File: src/rtl/move_sched.sv
// Two-player movement scheduler: decodes active-low keys and time-shares one clamped,
// collision-checked position update between the players during the EOF..SOF blanking window.
// Define MOVE_SCHED_DIAG_EN to accept one-horizontal-plus-one-vertical key combinations as diagonals.
module move_sched #(
  parameter int HACTIVE  = 800,
  parameter int VACTIVE  = 600,
  parameter int STEP_DIV = 3000,
  parameter int STEP     = 1,
  parameter int MIN_DIST = 32,
  parameter int P0_X0    = 100,
  parameter int P0_Y0    = 300,
  parameter int P1_X0    = 700,
  parameter int P1_Y0    = 300
) (
  input  logic               clk,
  input  logic               reset_n,
  input  logic               SOF,
  input  logic               EOF,
  input  logic [3:0]         key0,
  input  logic [3:0]         key1,
  output logic signed [10:0] p0x,
  output logic signed [10:0] p0y,
  output logic signed [10:0] p1x,
  output logic signed [10:0] p1y,
  output logic [1:0]         grant,
  output logic               blocked,
  output logic               window
);

  localparam logic [1:0] IDLE   = 2'd0;
  localparam logic [1:0] COUNT  = 2'd1;
  localparam logic [1:0] EVAL   = 2'd2;
  localparam logic [1:0] COMMIT = 2'd3;

  localparam int CNT_W = $clog2(STEP_DIV);
  localparam logic [CNT_W-1:0]   CNT_LAST = CNT_W'(STEP_DIV - 1);
  localparam logic signed [11:0] STEP_S   = 12'(STEP);
  localparam logic signed [11:0] X_MAX    = 12'(HACTIVE - 1);
  localparam logic signed [11:0] Y_MAX    = 12'(VACTIVE - 1);
  localparam logic signed [11:0] MIN_S    = 12'(MIN_DIST);

  // Returns {req, dx[1:0], dy[1:0]}; dx/dy are -1/0/+1 in 2-bit two's complement (+y is down).
  function automatic logic [4:0] decode_keys(input logic [3:0] k);
    logic [4:0] r;
    case (~k)
      4'b0001: r = {1'b1, 2'b01, 2'b00};
      4'b0010: r = {1'b1, 2'b00, 2'b01};
      4'b0100: r = {1'b1, 2'b00, 2'b11};
      4'b1000: r = {1'b1, 2'b11, 2'b00};
`ifdef MOVE_SCHED_DIAG_EN
      4'b0011: r = {1'b1, 2'b01, 2'b01};
      4'b0101: r = {1'b1, 2'b01, 2'b11};
      4'b1010: r = {1'b1, 2'b11, 2'b01};
      4'b1100: r = {1'b1, 2'b11, 2'b11};
`endif
      default: r = 5'b0_00_00;
    endcase
    return r;
  endfunction

  logic [1:0]         state_r;
  logic [CNT_W-1:0]   cnt_r;
  logic               window_r, rr_r, sel_r;
  logic [1:0]         dx_r, dy_r, grant_r;
  logic               blocked_r;
  logic signed [10:0] p0x_r, p0y_r, p1x_r, p1y_r;

  logic [4:0]         d0_s, d1_s;
  logic               sel_s;
  logic signed [11:0] cur_x_s, cur_y_s, oth_x_s, oth_y_s;
  logic signed [11:0] step_x_s, step_y_s, sum_x_s, sum_y_s, cand_x_s, cand_y_s;
  logic signed [11:0] diff_x_s, diff_y_s, adx_s, ady_s;
  logic               overlap_s, same_s;

  // Arbitration and candidate position / collision evaluation.
  always_comb begin
    d0_s  = decode_keys(key0);
    d1_s  = decode_keys(key1);
    sel_s = (d0_s[4] && d1_s[4]) ? rr_r : d1_s[4];

    cur_x_s = sel_r ? {p1x_r[10], p1x_r} : {p0x_r[10], p0x_r};
    cur_y_s = sel_r ? {p1y_r[10], p1y_r} : {p0y_r[10], p0y_r};
    oth_x_s = sel_r ? {p0x_r[10], p0x_r} : {p1x_r[10], p1x_r};
    oth_y_s = sel_r ? {p0y_r[10], p0y_r} : {p1y_r[10], p1y_r};

    case (dx_r)
      2'b01:   step_x_s = STEP_S;
      2'b11:   step_x_s = -STEP_S;
      default: step_x_s = 12'sd0;
    endcase
    case (dy_r)
      2'b01:   step_y_s = STEP_S;
      2'b11:   step_y_s = -STEP_S;
      default: step_y_s = 12'sd0;
    endcase

    sum_x_s = cur_x_s + step_x_s;
    sum_y_s = cur_y_s + step_y_s;
    // Each axis is clamped on its own: an out-of-range axis simply keeps its value.
    if (sum_x_s < 12'sd0 || sum_x_s > X_MAX) cand_x_s = cur_x_s;
    else                                     cand_x_s = sum_x_s;
    if (sum_y_s < 12'sd0 || sum_y_s > Y_MAX) cand_y_s = cur_y_s;
    else                                     cand_y_s = sum_y_s;

    diff_x_s  = cand_x_s - oth_x_s;
    diff_y_s  = cand_y_s - oth_y_s;
    adx_s     = (diff_x_s < 12'sd0) ? -diff_x_s : diff_x_s;
    ady_s     = (diff_y_s < 12'sd0) ? -diff_y_s : diff_y_s;
    overlap_s = (adx_s < MIN_S) && (ady_s < MIN_S);
    same_s    = (cand_x_s == cur_x_s) && (cand_y_s == cur_y_s);
  end

  // Window flag, prescaler FSM, arbiter pointer and the registered player positions.
  always_ff @(posedge clk or negedge reset_n) begin
    if (!reset_n) begin
      state_r   <= IDLE;
      cnt_r     <= '0;
      window_r  <= 1'b0;
      rr_r      <= 1'b0;
      sel_r     <= 1'b0;
      dx_r      <= 2'b00;
      dy_r      <= 2'b00;
      grant_r   <= 2'b00;
      blocked_r <= 1'b0;
      p0x_r     <= 11'(P0_X0);
      p0y_r     <= 11'(P0_Y0);
      p1x_r     <= 11'(P1_X0);
      p1y_r     <= 11'(P1_Y0);
    end else begin
      grant_r   <= 2'b00;
      blocked_r <= 1'b0;
      if (SOF)      window_r <= 1'b0;
      else if (EOF) window_r <= 1'b1;
      else          window_r <= window_r;

      case (state_r)
        IDLE: begin
          cnt_r <= '0;
          if (window_r) state_r <= COUNT;
          else          state_r <= IDLE;
        end
        COUNT: begin
          if (!window_r) begin
            state_r <= IDLE;
          end else if (cnt_r == CNT_LAST) begin
            cnt_r   <= '0;
            state_r <= EVAL;
          end else begin
            cnt_r <= cnt_r + CNT_W'(1);
          end
        end
        EVAL: begin
          if (d0_s[4] || d1_s[4]) begin
            sel_r   <= sel_s;
            dx_r    <= sel_s ? d1_s[3:2] : d0_s[3:2];
            dy_r    <= sel_s ? d1_s[1:0] : d0_s[1:0];
            state_r <= COMMIT;
          end else begin
            state_r <= COUNT;
          end
        end
        COMMIT: begin
          rr_r <= ~sel_r;
          if (same_s) begin
            blocked_r <= 1'b0;
          end else if (overlap_s) begin
            blocked_r <= 1'b1;
          end else if (sel_r) begin
            p1x_r   <= cand_x_s[10:0];
            p1y_r   <= cand_y_s[10:0];
            grant_r <= 2'b10;
          end else begin
            p0x_r   <= cand_x_s[10:0];
            p0y_r   <= cand_y_s[10:0];
            grant_r <= 2'b01;
          end
          state_r <= window_r ? COUNT : IDLE;
        end
        default: state_r <= IDLE;
      endcase
    end
  end

  assign p0x     = p0x_r;
  assign p0y     = p0y_r;
  assign p1x     = p1x_r;
  assign p1y     = p1y_r;
  assign grant   = grant_r;
  assign blocked = blocked_r;
  assign window  = window_r;

endmodule

File: config.mk
export PLATFORM = sky130hd
export DESIGN_NAME = move_sched
export DESIGN_NICKNAME = d
export VERILOG_FILES = /design/src/rtl/move_sched.sv
export SDC_FILE = /design/constraint.sdc
export NUM_CORES = 1
export LEC_CHECK = 0
export CAP_MARGIN = 0
export CORE_ASPECT_RATIO = 0.9
export CORE_MARGIN = 2
export CORE_UTILIZATION = 40
export CTS_CLUSTER_DIAMETER = 80
export DETAILED_ROUTE_END_ITERATION = 7
export PLACE_DENSITY = 0.58
export SLEW_MARGIN = 40
export SYNTH_ARGS = -nofsm -noshare
export SYNTH_HDL_FRONTEND = slang
export SYNTH_SLANG_ARGS = --single-unit
File: constraint.sdc
create_clock -name clk -period 17.8 [get_ports clk]
set_clock_uncertainty 0.1 [all_clocks]
set_input_delay 4.45 -clock clk [delete_from_list [all_inputs] [get_ports clk]]
set_output_delay 4.45 -clock clk [all_outputs]
set_load 0.01 [all_outputs]
==> impl_metrics.toml, run 1 <==
[synth]
gate_count_of_the_mapped_netlist = 815
ys_async_sr_fraction = 1.00
mappedNetlistNets = 873
ys.flop_type = "sky130_fd_sc_hd__dfrtp_1"
netlist_area_um2 = 7190
ys.warnings.count = 0
number_of_synthesized_flops_with_an_enable_pin = 0
yosys_register_bits = 68
seq_area_frac_synth = 0.240
synth_cell_type_count = 84
post_synth.cell_area_avg_um2 = 8.82

[route]
drt_drc_violations_left = 0
viasPerCell = 5.74
routed_wl_um = 18900
vias = 6293
drt_first_iter_violations = 426
route.antenna.remaining_nets = 0
routedWlPerCell_um = 17.2
drt_pass1_iterations = 5

[die]
die-width_um = 145
placeableCoreArea_um2 = 17600
number_of_placed_i_o_pins = 60
die-height_um = 131
fp-row-count = 46
floorplan.die_area_um2 = 19100
starting_density = 0.408

[layout]
mostFrequentLayoutCell = "sky130_fd_sc_hd__nor2_1"
multiInputGateArea_um2 = 5160
area.growth.synth_to_final_pct = 14.3
post_layout_utilization_of_the_core = 0.467
fillCellCount = 1746
final_net_count = 910
layout.cells.most_common_list = "sky130_fd_sc_hd__nor2_1 (68), sky130_fd_sc_hd__clkdlybuf4s50_1 (58), sky130_fd_sc_hd__o21ai_0 (53)"
share_of_layout_cells_above_drive_strength_1 = 0.153
layout.area.seq_um2 = 1720
diodes = 0
stdcell_count = 1097

[setup_path]
critical_path_source_type = "register"
worst_path_maximum_fanout = 45
critical_path_buf_inv_count = 3
critical_path.top_delay_family = "compound AO/OA/AOI/OAI gates"
crit_cells = 23
setup.worst_path.class = "register to register"
critical_path.slowest_cell = "sky130_fd_sc_hd__buf_4"
cp-end-kind = "register"
cp_slowest_stage_delay_ns = 0.69
timing.critical_path.cells = "buf_4 -> mux2_2 -> ha_1 -> ha_1 -> a21oi_2 -> nor3_1 -> or4_1 -> o22a_1 -> o211a_2 -> o21ai_0 -> a21oi_1 -> fa_1 -> o2111ai_1 -> inv_1 -> a211oi_2 -> a31oi_1 -> o211ai_1 -> a311oi_1 -> and4_1 -> o21a_2 -> nor3b_4 -> buf_4 -> mux2_2"
timing.critical_path.required_ns = 17.92
worstRegToRegCells = 23
worst-endpoint-arrival_ns = 8.78

[clocking]
cts.sink_count = 68
cts_htree_levels = 3
worstSkewPairLatency_ns = 0.33
clock_tree.buffer_depth = 2
cts.reportedPaths.clkPinSlew_ns = 0.06
numCtsBuffers = 9
cts.repair.resized = 0
buffer_count_from_post_cts_setup_fixing = 0
cts-root-buf = "sky130_fd_sc_hd__clkbuf_16"
clock_tree_from_tritoncts = "done"
cts-hold-fix-buffers = 0

[placement]
gp_congestion = 0.870
place.detailed.instances = 1081
port_buffers = 59
hpwl_um = 14300

[flow_run]
maxCapViolCount = 0

[global_route]
gr-total-overflow = 0
wire_length_of_the_first_global_routing_pass_um = 31100
global_route.usage.total = 0.197
grt_max_degree = 69
antenna_violations_before_repair = 0
first_global_vias = 5900

[timing]
final-hold-violation-count = 0
totalNegativeSetupSlack_ns = 0
unrepaired_setup_endpoints_after_global_routing = "no"
final_min_period_over_clock_period = 0.487
timing.max_slew.rel_slack = 0.474
max_clock_freq_mhz = 115
tightest_slew_ns = 0.788
setup-violations-final = 0
final_max_slew_viol_count = 0
fin_crit_ns = 8.66
hold_ws_ns = 0.391

[power_and_ir_drop]
vdd_drop_max_mv = 0.0480
pwr_density_cell_nw_per_um2 = 65.6
design_power_total_uw = 539
p_leak_nw = 3.55

[min_path]
whs_path_depth = 2
hold_class = "register to register"

[outcome]
run_status = "completed"
## state kept, by name, indices dropped and copies added, names as in the netlist
| signal | flops |
|---|---|
| dx_r | 2 |
| blocked | 1 |
| state_r | 2 |
| p1x | 11 |
| cnt_r | 12 |
| grant | 2 |
| p0y | 11 |
| p1y | 11 |
| dy_r | 2 |
| p0x | 11 |
| sel_r | 1 |
| rr_r | 1 |
| window | 1 |
## tightest hold or removal path, cell delays in order, from the launching register on
cell	delay, ns
sky130_fd_sc_hd__dfrtp_1	0.35
sky130_fd_sc_hd__nand2_1	0.05
sky130_fd_sc_hd__o21ai_0	0.06
## stage by stage
stage | cell area, µm² | worst slack [ns]
2_1_floorplan | 7190 | 10.07
3_3_place_gp | 7920 | 9.20
3_5_place_dp | 7930 | 9.23
4_1_cts | 8210 | 9.19
5_1_grt | 8220 | 8.63
6_report | 8220 | 9.14
## cell families (layout without fill, tap and decap cells)
logic type / Yosys count / count (layout) / share of synthesized area
multiplexers: 107 / 107 / 0.179
buffers and inverters: 73 / 115 / 0.0444
flip-flops: 68 / 68 / 0.240
XOR/XNOR: 50 / 50 / 0.0609
adder cells (fa/ha/maj): 46 / 46 / 0.0821
AND/OR/NAND/NOR: 241 / 241 / 0.174
AO/OA/AOI/OAI: 230 / 230 / 0.221
## per-layer routing
metal / up-vias / track usage / share of wire
li1: 3123 / - / -
met1: 3023 / 0.289 / 0.51
met2: 130 / 0.305 / 0.44
met3: 17 / 0.0333 / 0.037
met4: 0 / 0.0376 / 0.013
met5: - / 0 / 0
## power by group
| part | internal (mW) | total (mW) | switching (mW) |
|---|---|---|---|
| combinational | 0.0892 | 0.202 | 0.113 |
| clock | 0.0986 | 0.170 | 0.0713 |
| sequential | 0.160 | 0.167 | 0.00702 |
| total | 0.348 | 0.539 | 0.192 |
## final cells by class
cell class / instances / share of cell area
tap: 240 / 0.0365
multi-input combinational: 674 / 0.628
timing repair buffer: 62 / 0.0747
sequential: 68 / 0.210
inverter: 37 / 0.0169
clock buffer: 11 / 0.0295
clock inverter: 5 / 0.00457
## worst paths after layout
kind	start	slack, ns	to
worst max-delay path	sel_r$_DFFE_PN0P_	9.14	p1y[1]$_DFFE_PN0P_
worst min-delay path	dx_r[1]$_DFFE_PN0P_	0.39	dx_r[1]$_DFFE_PN0P_
worst max register to register	sel_r$_DFFE_PN0P_	9.14	p1y[1]$_DFFE_PN0P_
worst min register to register	dx_r[1]$_DFFE_PN0P_	0.39	dx_r[1]$_DFFE_PN0P_
max in group asynchronous	reset_n	13.12	sel_r$_DFFE_PN0P_
min in group asynchronous	reset_n	4.02	p1y[4]$_DFFE_PN0P_
## synthesized netlist by cell type (all sizes together) (9+ instances only)
library cell	number	area, µm²
nor4	9	62.6
o21ai	56	292
a31oi	13	81.3
xnor2	39	342
inv	37	139
a21o	18	135
nor3	24	141
nand3	29	155
nand2	44	165
clkbuf	26	97.6
nand4	11	68.8
a21oi	51	263
o211ai	10	75.1
mux2i	51	523
dfstp	17	447
ha	44	551
dfrtp	51	1280
mux2	56	762
buf	10	82.6
a211oi	9	77.6
xor2	11	96.3
nor2	69	259
(Power assumes the default switching activity.)
==> inputs of run 2 (changes only) <==
Clock period 17.8 ns to 8.8 ns, I/O delays scaled along.
==> run 2 against run 1 <==
Effect of this change: critical endpoint unchanged; design area grew 0.96%; sequential share of layout area shrank 0.20 points; global-route usage grew 0.21 points; largest cell class unchanged.
==> impl_metrics.toml, run 2 (synthesis gave the netlist of run 1 again) <==
[setup_path]
critical_path.top_delay_family = "compound AO/OA/AOI/OAI gates"
critical_path.slowest_cell = "sky130_fd_sc_hd__dfrtp_2"
worst-endpoint-arrival_ns = 8.12
critical_path_buf_inv_count = 3
cp-end-kind = "register"
r2r_end = "p1y[1]$_DFFE_PN0P_"
timing.critical_path.required_ns = 8.93
worstRegToRegCells = 23
crit-reg2reg-launch = "sel_r$_DFFE_PN0P_"
setup.worst_path.class = "register to register"
timing.critical_path.cells = "buf_12 -> mux2_2 -> ha_1 -> ha_1 -> a21oi_2 -> nor3_1 -> or4_1 -> o22a_1 -> o211a_2 -> o21ai_0 -> a21oi_1 -> fa_1 -> o2111ai_1 -> inv_1 -> a211oi_2 -> a31oi_1 -> o211ai_1 -> a311oi_1 -> and4_1 -> o21a_2 -> nor3b_4 -> buf_4 -> mux2_2"
worst_path_maximum_fanout = 29
cp_slowest_stage_delay_ns = 0.70
critPathLaunch = "sel_r$_DFFE_PN0P_"
r2r_slack_ns = 0.81
critical_path_source_type = "register"

[timing]
max_clock_freq_mhz = 125
final_max_slew_viol_count = 0
final-hold-violation-count = 0
timing.final.ws_setup_ns = 0.808
final_min_period_over_clock_period = 0.908
timing.max_slew.rel_slack = 0.545
unrepaired_setup_endpoints_after_global_routing = "no"
setup-violations-final = 0
fin_crit_ns = 7.99
totalNegativeSetupSlack_ns = 0
tightest_slew_ns = 0.676

[global_route]
grt_max_degree = 69
first_global_vias = 5764
antenna_violations_before_repair = 0
global_route.usage.total = 0.199
gr-total-overflow = 0
wire_length_of_the_first_global_routing_pass_um = 31100

[route]
drt_first_iter_violations = 403
route.antenna.remaining_nets = 0
drt_drc_violations_left = 0
vias = 6313
routed_wl_um = 18600
routedWlPerCell_um = 16.8
drt_pass1_iterations = 5
viasPerCell = 5.70

[layout]
largest_register_ff_count = 12
registers.top_by_ff_count = "cnt_r"
fillCellCount = 1760
layout.area.seq_um2 = 1720
diodes = 0
mostFrequentLayoutCell = "sky130_fd_sc_hd__nor2_1"
share_of_layout_cells_above_drive_strength_1 = 0.160
final_net_count = 921
multiInputGateArea_um2 = 5150
layout.cells.most_common_list = "sky130_fd_sc_hd__nor2_1 (69), sky130_fd_sc_hd__clkdlybuf4s50_1 (58), sky130_fd_sc_hd__o21ai_0 (53)"
area.growth.synth_to_final_pct = 15.4
post_layout_utilization_of_the_core = 0.471

[min_path]
hold_end = "dx_r[1]$_DFFE_PN0P_"
timing.hold.worst.start = "dx_r[1]$_DFFE_PN0P_"
whs_path_depth = 2
hold_class = "register to register"

[clocking]
clock_tree_from_tritoncts = "done"
cts.reportedPaths.clkPinSlew_ns = 0.06
clock_tree.buffer_depth = 2
worstSkewPairLatency_ns = 0.34
numCtsBuffers = 9
cts.sink_count = 68
buffer_count_from_post_cts_setup_fixing = 0
cts-root-buf = "sky130_fd_sc_hd__clkbuf_16"
cts_htree_levels = 3
cts-hold-fix-buffers = 0
cts.repair.resized = 0

[die]
fp-row-count = 46
number_of_placed_i_o_pins = 60
die-width_um = 145
starting_density = 0.408
die-height_um = 131
placeableCoreArea_um2 = 17600
floorplan.die_area_um2 = 19100

[placement]
hpwl_um = 14500
port_buffers = 59
gp_congestion = 0.849
dpl_worst_slack_ns = 0.621

[power_and_ir_drop]
vdd_drop_max_mv = 0.0937
pwr_density_cell_nw_per_um2 = 130
p_leak_nw = 3.59

[flow_run]
maxCapViolCount = 0

[outcome]
run_status = "completed"
-- run 2: cell types whose count changed in the layout (fill, tap and decap cells not counted), sizes merged --
cell | previous run | this run
buf | 4 | 15
-- run 2: through the flow --
step | hold slack, ns | power (mW) | std cells | area (µm²)
6_report | 0.380 | 1.08 | 1108 | 8300
5_1_grt | 0.414 | 1.15 | 1108 | 8300
4_1_cts | 0.388 | 1.09 | 1107 | 8290
3_5_place_dp | 0.374 | 0.748 | 1091 | 8020
3_3_place_gp | 0.367 | 0.748 | 1091 | 8010
2_1_floorplan | 0.350 | 0.651 | 815 | 7190
-- run 2: area by class of cell --
| class | count | area share |
|---|---|---|
| inverters | 37 | 0.0167 |
| multi-input cells | 674 | 0.621 |
| repair buffers | 73 | 0.0859 |
| well taps | 240 | 0.0362 |
| clock buffers | 11 | 0.0280 |
| flip-flops and latches | 68 | 0.208 |
| clock inverters | 5 | 0.00452 |
-- run 2: how the worst max path moves through the flow --
stage | to | cells after the start
global route | p1y[1]$_DFFE_PN0P_ | 23
global placement | p0y[4]$_DFFE_PN0P_ | 27
finish | p1y[1]$_DFFE_PN0P_ | 23
CTS | p0y[4]$_DFFE_PN0P_ | 23
detailed placement | p0y[0]$_DFFE_PN0P_ | 23
floorplan | p1x[0]$_DFFE_PN0P_ | 31
-- run 2: routing by layer --
layer	wire [µm]	global-route usage	share of wire	up-vias
li1	-	-	-	3150
met1	9410	0.294	0.51	3003
met2	8010	0.296	0.43	139
met3	842	0.0340	0.045	21
met4	345	0.0545	0.019	0
met5	0	0	0	-
-- run 2: report_power, final --
group | switching, mW | total [mW] | leakage (nW) | internal, mW
Combinational | 0.223 | 0.407 | 2.59 | 0.184
Clock | 0.141 | 0.332 | 0.126 | 0.192
Sequential | 0.0160 | 0.339 | 0.874 | 0.323
-- run 2: tightest hold or removal path, stage by stage (launching register included) --
cell                      delay, ns
sky130_fd_sc_hd__dfrtp_1       0.33
sky130_fd_sc_hd__nand2_1       0.05
sky130_fd_sc_hd__o21ai_0       0.06
==> inputs of run 3 (changes only) <==
Settings changed: CTS_BUF_LIST set to sky130_fd_sc_hd__clkbuf_2 sky130_fd_sc_hd__clkbuf_4 sky130_fd_sc_hd__clkbuf_8.
Clock period 8.8 ns to 7.5 ns, I/O delays scaled along.
==> run 3 against run 2 <==
Effect of this change: setup slack worse by 0.40 ns; critical path depth up 6; sequential cell count unchanged; register-to-register slack worse by 0.40 ns; first-iteration DRC count down 21%; sequential power up 16%; fmax up 13%.
==> impl_metrics.toml, run 3 (synthesis gave the netlist of run 1 again) <==
[route]
route.antenna.remaining_nets = 0
met3_wirelength_um = 711
met1_length_um = 9980
routed.top_layer = "met4"
dr_wl_met2_um = 8700
vias = 6587
drt_drc_violations_left = 0
viasPerCell = 5.61
drt_pass1_iterations = 5
routed_wl_um = 19800
routedWlPerCell_um = 16.8
drt_first_iter_violations = 319

[clocking]
clock_tree_from_tritoncts = "done"
cts_htree_levels = 3
cts-root-buf = "sky130_fd_sc_hd__clkbuf_8"
clock_tree.buffer_depth = 2
worstSkewPairLatency_ns = 0.36
cts.reportedPaths.clkPinSlew_ns = 0.08
cts-hold-fix-buffers = 0
cts.sink_count = 68
numCtsBuffers = 9

[placement]
gp_congestion = 0.871
placement.cell_area_um2 = 8500
port_buffers = 59
hpwl_um = 15500

[layout]
share_of_layout_cells_above_drive_strength_1 = 0.225
design_area_um2 = 8760
layout.cells.most_common_list = "sky130_fd_sc_hd__buf_4 (77), sky130_fd_sc_hd__nor2_1 (69), sky130_fd_sc_hd__clkdlybuf4s50_1 (58)"
largest_register_ff_count = 12
mostFrequentLayoutCell = "sky130_fd_sc_hd__buf_4"
fillCellCount = 1753
final_net_count = 988
area.growth.synth_to_final_pct = 21.8
registers.top_by_ff_count = "cnt_r"
post_layout_utilization_of_the_core = 0.497
diodes = 0

[timing]
max_clock_freq_mhz = 141
final_max_slew_viol_count = 0
hold_ws_ns = 0.392
setup-violations-final = 0
final_min_period_over_clock_period = 0.945
totalNegativeSetupSlack_ns = 0
tightest_slew_ns = 0.663
final-hold-violation-count = 0
fin_crit_ns = 7.09
timing.max_slew.rel_slack = 0.554

[setup_path]
r2r_end = "p1y[1]$_DFFE_PN0P_"
worstRegToRegCells = 29
worst_path_maximum_fanout = 11
worst-endpoint-arrival_ns = 7.24
critPathLaunch = "sel_r$_DFFE_PN0P_"
crit_cells = 29
critical_path.slowest_cell = "sky130_fd_sc_hd__or4_1"
crit-reg2reg-launch = "sel_r$_DFFE_PN0P_"
cp_slowest_stage_delay_ns = 0.54
setup.worst_path.end = "p1y[1]$_DFFE_PN0P_"
critical_path_source_type = "register"
r2r_slack_ns = 0.41
timing.critical_path.required_ns = 7.65
setup.worst_path.class = "register to register"
cp-end-kind = "register"
critical_path_buf_inv_count = 7
critical_path.top_delay_family = "compound AO/OA/AOI/OAI gates"

[power_and_ir_drop]
vdd_drop_max_mv = 0.0799
pwr_density_cell_nw_per_um2 = 144
p_leak_nw = 3.88
design_power_total_mw = 1.26

[global_route]
wire_length_of_the_first_global_routing_pass_um = 32300
global_route.usage.total = 0.205
antenna_violations_before_repair = 0
first_global_vias = 6284
gr-total-overflow = 0
grt_max_degree = 69

[die]
floorplan.die_area_um2 = 19100
starting_density = 0.408
placeableCoreArea_um2 = 17600
die-width_um = 145
number_of_placed_i_o_pins = 60
fp-row-count = 46
die-height_um = 131

[min_path]
hold_class = "register to register"

[flow_run]
maxCapViolCount = 0

[outcome]
run_status = "completed"
-- run 3: cell types whose count changed in the layout (fill, tap and decap cells not counted), sizes merged --
cell	change
clkinvlp	+1
buf	+66
clkinv	-1
bufinv	+1
-- run 3: how the worst min path moves through the flow --
stage / to / cells past startpoint / from
floorplan: dx_r[1]$_DFFE_PN0P_ / 2 / dx_r[1]$_DFFE_PN0P_
global placement: dx_r[1]$_DFFE_PN0P_ / 2 / dx_r[1]$_DFFE_PN0P_
detailed placement: dx_r[1]$_DFFE_PN0P_ / 2 / dx_r[1]$_DFFE_PN0P_
CTS: dx_r[1]$_DFFE_PN0P_ / 2 / dx_r[1]$_DFFE_PN0P_
global route: cnt_r[8]$_DFFE_PN0P_ / 1 / cnt_r[8]$_DFFE_PN0P_
finish: dx_r[1]$_DFFE_PN0P_ / 2 / dx_r[1]$_DFFE_PN0P_
-- run 3: routing by layer --
metal  track usage  up-vias
li1              -     3277
met1         0.295     3150
met2         0.319      132
met3        0.0323       28
met4        0.0556        0
met5             0        -
-- run 3: cell type report --
type	count	area (µm²)	share of cell area
clock buffers	10	138	0.0157
clock inverters	6	71.3	0.00814
inverters	37	143	0.0163
multi-input cells	674	5160	0.589
flip-flops and latches	68	1720	0.197
well taps	240	300	0.0343
repair buffers	140	1230	0.140
-- run 3: repair_timing --
item / 4_1_cts / 5_1_grt
resized for setup: 0 / 2
setup endpoints to repair: 0 / 22
buffers inserted: 0 / 6
-- run 3: worst reg2reg max path: cells and delay by family (launching register included) --
kind | cells | cell delay [ns]
compound gates | 9 | 2.17
simple gates | 6 | 1.43
fa+ha+maj | 4 | 1.01
buf+inv | 7 | 0.95
mux | 2 | 0.72
flops | 1 | 0.49
xor+xnor | 1 | 0.11
-- run 3: per-stage QoR --
step	setup WS [ns]	instances
floorplan	0.142	815
global placement	0.122	1150
detailed placement	0.368	1153
CTS	0.344	1169
global route	-0.00428	1175
finish	0.412	1175
-- run 3: power breakdown --
part | internal, mW | switching (mW) | leakage [nW]
Clock | 0.166 | 0.171 | 0.0995
Sequential | 0.378 | 0.0142 | 0.874
Combinational | 0.248 | 0.281 | 2.90
Total | 0.792 | 0.466 | 3.88
